`config.mk`:
```
export PLATFORM = sky130hd
export DESIGN_NAME = if_fetch_sequencer
export DESIGN_NICKNAME = d
export VERILOG_FILES = /design/src/rtl/if_fetch_sequencer.sv
export SDC_FILE = /design/constraint.sdc
export NUM_CORES = 1
export LEC_CHECK = 0
export BUFFER_PORTS_ARGS = -buffer_cell sky130_fd_sc_hd__clkbuf_2
export CAP_MARGIN = 20
export CORE_ASPECT_RATIO = 1.75
export CORE_MARGIN = 5
export CORE_UTILIZATION = 47
export DETAILED_ROUTE_END_ITERATION = 12
export GPL_TIMING_DRIVEN = 0
export PLACE_DENSITY = 0.83
export SYNTH_ARGS = -nofsm -noshare
export SYNTH_HDL_FRONTEND = slang
export SYNTH_SLANG_ARGS = --single-unit
```
`constraint.sdc`:
```
create_clock -name i_clk -period 2.56 [get_ports i_clk]
set_clock_uncertainty 0.1 [all_clocks]
set_input_delay 0.512 -clock i_clk [delete_from_list [all_inputs] [get_ports i_clk]]
set_output_delay 0.512 -clock i_clk [all_outputs]
set_load 0.005 [all_outputs]
```
`src/rtl/if_fetch_sequencer.sv`:
```
// if_fetch_sequencer: PC owner and IF/ID writer arbitrating sequential, jump, branch and vectored fetch
//   Params : IMEM_AW (ROM word-address width), RESET_PC, IRQ_VEC, EXC_VEC
//   Clock  : i_clk, i_rst_n (synchronous, active-low)
//   ROM    : o_imem_addr -> i_imem_instr (combinational)
//   Control: i_stall, i_jump_en/i_jump_target, i_branch_en/i_branch_target, i_irq, i_exc
//   IF/ID  : o_if_instr, o_if_pc_plus4, o_if_valid
//   Status : o_pc, o_epc, o_flush_id (combinational)
//   Option : define IF_FETCH_EXC_EN to enable the interrupt/exception vectors and o_epc
module if_fetch_sequencer #(
  parameter int          IMEM_AW  = 9,
  parameter logic [31:0] RESET_PC = 32'h0000_0000,
  parameter logic [31:0] IRQ_VEC  = 32'h8000_0004,
  parameter logic [31:0] EXC_VEC  = 32'h8000_0008
) (
  input  logic               i_clk,
  input  logic               i_rst_n,
  output logic [IMEM_AW-1:0] o_imem_addr,
  input  logic [31:0]        i_imem_instr,
  input  logic               i_stall,
  input  logic               i_jump_en,
  input  logic [31:0]        i_jump_target,
  input  logic               i_branch_en,
  input  logic [31:0]        i_branch_target,
  input  logic               i_irq,
  input  logic               i_exc,
  output logic [31:0]        o_if_instr,
  output logic [31:0]        o_if_pc_plus4,
  output logic               o_if_valid,
  output logic [31:0]        o_pc,
  output logic [31:0]        o_epc,
  output logic               o_flush_id
);
  typedef enum logic [1:0] {BOOT, RUN, HOLD} state_t;
  localparam logic [31:0] ALIGN = 32'hFFFF_FFFC;
  state_t      r_state, w_state_nxt;
  logic [31:0] r_pc, r_if_instr, r_if_pc_plus4, r_epc;
  logic        r_if_valid;
  logic [31:0] w_pc_nxt, w_if_instr_nxt, w_if_pc_plus4_nxt, w_epc_nxt, w_pc_seq, w_target, w_ret;
  logic        w_if_valid_nxt, w_exc_take, w_irq_take, w_vector, w_redirect;
`ifdef IF_FETCH_EXC_EN
  assign w_exc_take = i_exc;
  assign w_irq_take = i_irq & ~r_pc[31];
`else
  assign w_exc_take = 1'b0 & i_exc;
  assign w_irq_take = 1'b0 & i_irq;
`endif
  assign w_vector   = w_exc_take | w_irq_take;
  assign w_redirect = w_vector | i_branch_en | i_jump_en;
  // Kernel-mode bit is sticky across sequential fetch; only the low 31 bits wrap.
  assign w_pc_seq   = {r_pc[31], r_pc[30:0] + 31'd4};
  assign w_target   = (w_exc_take ? EXC_VEC : w_irq_take ? IRQ_VEC :
                       i_branch_en ? i_branch_target : i_jump_target) & ALIGN;
  // Return point resumes at the redirect the vector pre-empted, else re-fetches the current PC.
  assign w_ret      = (i_branch_en ? i_branch_target : i_jump_en ? i_jump_target : r_pc) & ALIGN;
  always_comb begin
    w_state_nxt       = r_state;
    w_pc_nxt          = r_pc;
    w_if_instr_nxt    = r_if_instr;
    w_if_pc_plus4_nxt = r_if_pc_plus4;
    w_if_valid_nxt    = r_if_valid;
    w_epc_nxt         = r_epc;
    if (r_state == BOOT) begin
      w_state_nxt = RUN;
    end else if (w_redirect) begin
      w_state_nxt       = RUN;
      w_pc_nxt          = w_target;
      w_if_instr_nxt    = 32'h0;
      w_if_pc_plus4_nxt = 32'h0;
      w_if_valid_nxt    = 1'b0;
      w_epc_nxt         = w_vector ? w_ret : r_epc;
    end else if (i_stall) begin
      w_state_nxt = HOLD;
    end else begin
      w_state_nxt       = RUN;
      w_pc_nxt          = w_pc_seq;
      w_if_instr_nxt    = i_imem_instr;
      w_if_pc_plus4_nxt = w_pc_seq;
      w_if_valid_nxt    = 1'b1;
    end
  end
  always_ff @(posedge i_clk) begin
    if (!i_rst_n) begin
      r_state       <= BOOT;
      r_pc          <= RESET_PC;
      r_if_instr    <= 32'h0;
      r_if_pc_plus4 <= 32'h0;
      r_if_valid    <= 1'b0;
      r_epc         <= 32'h0;
    end else begin
      r_state       <= w_state_nxt;
      r_pc          <= w_pc_nxt;
      r_if_instr    <= w_if_instr_nxt;
      r_if_pc_plus4 <= w_if_pc_plus4_nxt;
      r_if_valid    <= w_if_valid_nxt;
      r_epc         <= w_epc_nxt;
    end
  end
  assign o_imem_addr   = r_pc[IMEM_AW+1:2];
  assign o_pc          = r_pc;
  assign o_if_instr    = r_if_instr;
  assign o_if_pc_plus4 = r_if_pc_plus4;
  assign o_if_valid    = r_if_valid;
  assign o_epc         = r_epc;
  assign o_flush_id    = i_rst_n & (r_state != BOOT) & (i_branch_en | w_exc_take);
endmodule

```
==> summary.md <==
| Metric | Value |
|---|---|
| Synthesized instance count | `approximately 630` |
| Startpoint Class | `register` |
| Syn_area_per_cell | `7.92 um^2` |
| Commonest cells in the netlist | `96 x dfxtp_1, 94 x nand2_1, 54 x a21oi_1` |
| Max IR drop VDD | `540 uV` |
| Clock transition at path regs | `around 0.070 ns` |
| Synth Warn # | `0` |
| Most common cell in the netlist | `dfxtp_1` |
| DR vias | `5655` |
| Endpoints failing hold | `0` |
| Tmin final | `2.44 ns` |
| Hold EP | `o_if_instr[25]` |
| # setup viols final | `0` |
| Clock latency on the worst-skew pair | `0.35 ns` |
| Crit path capture type | `register` |
| Power density over the cells | `552 nW/um^2` |
| Starting Density | `slightly below 50%` |
| Mux share of post-synthesis cell area | `1.05%` |
| Syn Std Cell Area | `5000 um^2` |
| WP data arrival | `2.61 ns` |
| Post-Synth Simple-Gate Area | `roughly a quarter` |
| Max-slew violation count | `0` |
| Final Net Count | `978` |
| Vias in the first global route | `5623` |
| First-pass GRT wire length | `29200 um` |
| DRT antenna net count | `0` |
| CTS tree | `built` |
| Worst Min Path Start | `i_imem_instr[25]` |
| FF-to-FF setup slack | `0.12 ns` |
| Pin count of the biggest net entering global routing | `17` |
| Post-Synth XOR/XNOR Area | `under 10%` |
| Depth of the most critical reg-to-reg path | `6` |
| Yosys cell types | `65` |
| Die X | `about 88 um` |
| Ranking of synthesized cells by area | `dfxtp_1 38%, nand2_1 7.1%, buf_4 6.6%, a21oi_1 5.4%, nand3_1 5.0%` |
| Core Util, Final | `63.6%` |
| Routed WL | `between 15000 and 20000 um` |
| Die height | `146 um` |
| R2R Path Start | `o_pc[2]` |
| Peak Freq | `approximately 0.41 GHz` |
| Post-synthesis sequential area ratio | `38.5%` |
| Max Cap Viol | `0` |
| I/O pin cnt | `242` |
| Share of layout cells above drive strength 1 | `33.7%` |
| Rel. slew slack | `48.4%` |
| Period utilization | `between 90% and 100%` |
| Async SR Flop Fraction | `0%` |
| Post-synthesis compound-gate area fraction | `21.3%` |
| Initial antenna violation count | `0` |
| Area growth syn-to-layout | `31.9%` |
| WL/cell | `~19 um` |
| Post-synth top area share | `38.5%` |
| Outcome | `complete, no violations` |
| Site Rows | `slightly below 50` |
| Clock tree sinks | `96` |
| Tot Pwr | `between 3000 and 4000 uW` |
| Synth Area in Adders | `less than 1%` |
| RSZ-0062 raised after global routing | `no` |
| H-tree Lvls | `3` |
| CTS Buffer Depth | `2` |
| Hold Crit Depth | `3` |
| Top FF cell, synth | `dfxtp_1` |
| Seq cells post-synth | `96` |
| Root buf cell | `clkbuf_16` |
| Vias/cell | `5.62` |
| Multi-input combinational cell area | `2660 um^2` |
| Critical path class | `register to register` |
| DRC | `0` |
| DPL Wire Length | `14700 um` |
| Leakage | `between 0.002 and 0.003 uW` |
| Postcts setup bufs | `0` |
| Register area | `1920 um^2` |
| Setup TNS | `0 ns` |
| Main combinational cell family by area after synthesis | `simple AND/OR/NAND/NOR gates` |
| Worst reg2reg endpoint | `o_pc[22]` |
| Initial DRC Count | `568` |
| DIE AREA | `roughly 13000 um^2` |
| Number of synthesized flops with an enable pin | `0` |
| Cell taking the most area after synthesis | `dfxtp_1` |
| Worst Max-Slew Pin Slew | `approximately 0.77 ns` |
| Drt first pass iters | `10` |
| Core Box Area | `10400 um^2` |
| All-layer global routing usage | `about 30%` |
| Gpl congestion | `1.00` |
| # diodes | `0` |
| Critical path peak fanout | `9` |
| Critical path required time | `2.73 ns` |
| Hold Crit Class | `input port to register` |
| Port bufs | `199` |
| CTS buffer count | `9` |
| Fill count | `960` |
| Gr ovfl total | `0` |
## registers in the layout, summed over array words and instances, names as in the netlist
name and cells:
r_state 2, o_if_pc_plus4 31, o_pc 30, o_if_instr 32, o_if_valid 1
## worst max-delay path, stage by stage (launching register included)
cell and delay [ns]:
dfxtp_1 0.52, ha_1 0.31, and4_4 0.29, and4_4 0.26
nand3_2 0.13, or4_1 0.58, o211ai_2 0.18
## how the worst max path moves through the flow
stage,start,endpoint,depth (start not counted)
5_1_grt,o_pc[2],o_pc[24],6
3_5_place_dp,i_jump_en,o_if_pc_plus4[18],8
2_1_floorplan,o_pc[2],o_pc[22],6
3_3_place_gp,i_jump_en,o_pc[6],7
4_1_cts,o_pc[2],o_pc[24],6
6_report,o_pc[2],o_pc[22],6
## layout make-up
class | count | share of cell area (%)
sequential | 96 | 29.2
clock inverter | 6 | 1.06
clock buffer | 10 | 3.47
tap | 127 | 2.41
timing repair buffer | 199 | 15.1
inverter | 4 | 0.228
multi-input combinational | 469 | 40.3
buffer | 95 | 8.24
## power breakdown
| part | internal (uW) | switching, uW |
|---|---|---|
| Combinational | 270 | 360 |
| Clock | 762 | 612 |
| Sequential | 1550 | 75.6 |
| Total | 2590 | 1050 |
## layout by cell type (no fill, tap or decap), types with 5 or more instances in the layout
master     instances
nor3_1            10
a31oi_1            6
nor2_1            36
buf_4             44
o22ai_1            5
a22oi_1            7
xnor2_1           14
clkbuf_1          30
conb_1            34
and4_1             5
o21ai_0           40
nand3_1           50
clkbuf_16          9
o211ai_1           5
a22o_1             7
xor2_1            10
buf_2             14
a21oi_1           54
nand2_1           94
buf_1              5
nand4_1           11
clkbuf_2         202
dfxtp_1           96
## metal layers
metal	vias up	share of wire (%)	global-route usage, %
met5	-	0	0
met4	0	5.4	15.7
met3	79	8.7	5.98
met2	331	52	51.7
met1	2583	34	32.0
li1	2662	-	-
## timing repair
item / in CTS / in global routing
endpoints found under the setup margin: 0 / 8
hold buffers: 0 / 0
resized for setup: 0 / 3
## metrics by stage
stage	worst slack, ns	instances	hold slack [ns]	cell area (um^2)
final	0.121	1006	0.294	6590
after global routing	0.0295	1006	0.298	6590
after CTS	0.0900	1006	0.286	6580
after detailed placement	-0.0538	990	0.344	6280
after global placement	-0.0406	990	0.332	6280
after floorplan	0.457	664	0.342	5120
## cell families after synthesis
group	Yosys count
xor gates and xnor gates	24
buffers and inverters	99
adders and majority gates	1
muxes	5
and+or+nand+nor	239
DFF	96
other	1
AOI/OAI and AO/OA	166
(Power assumes the default switching activity.)
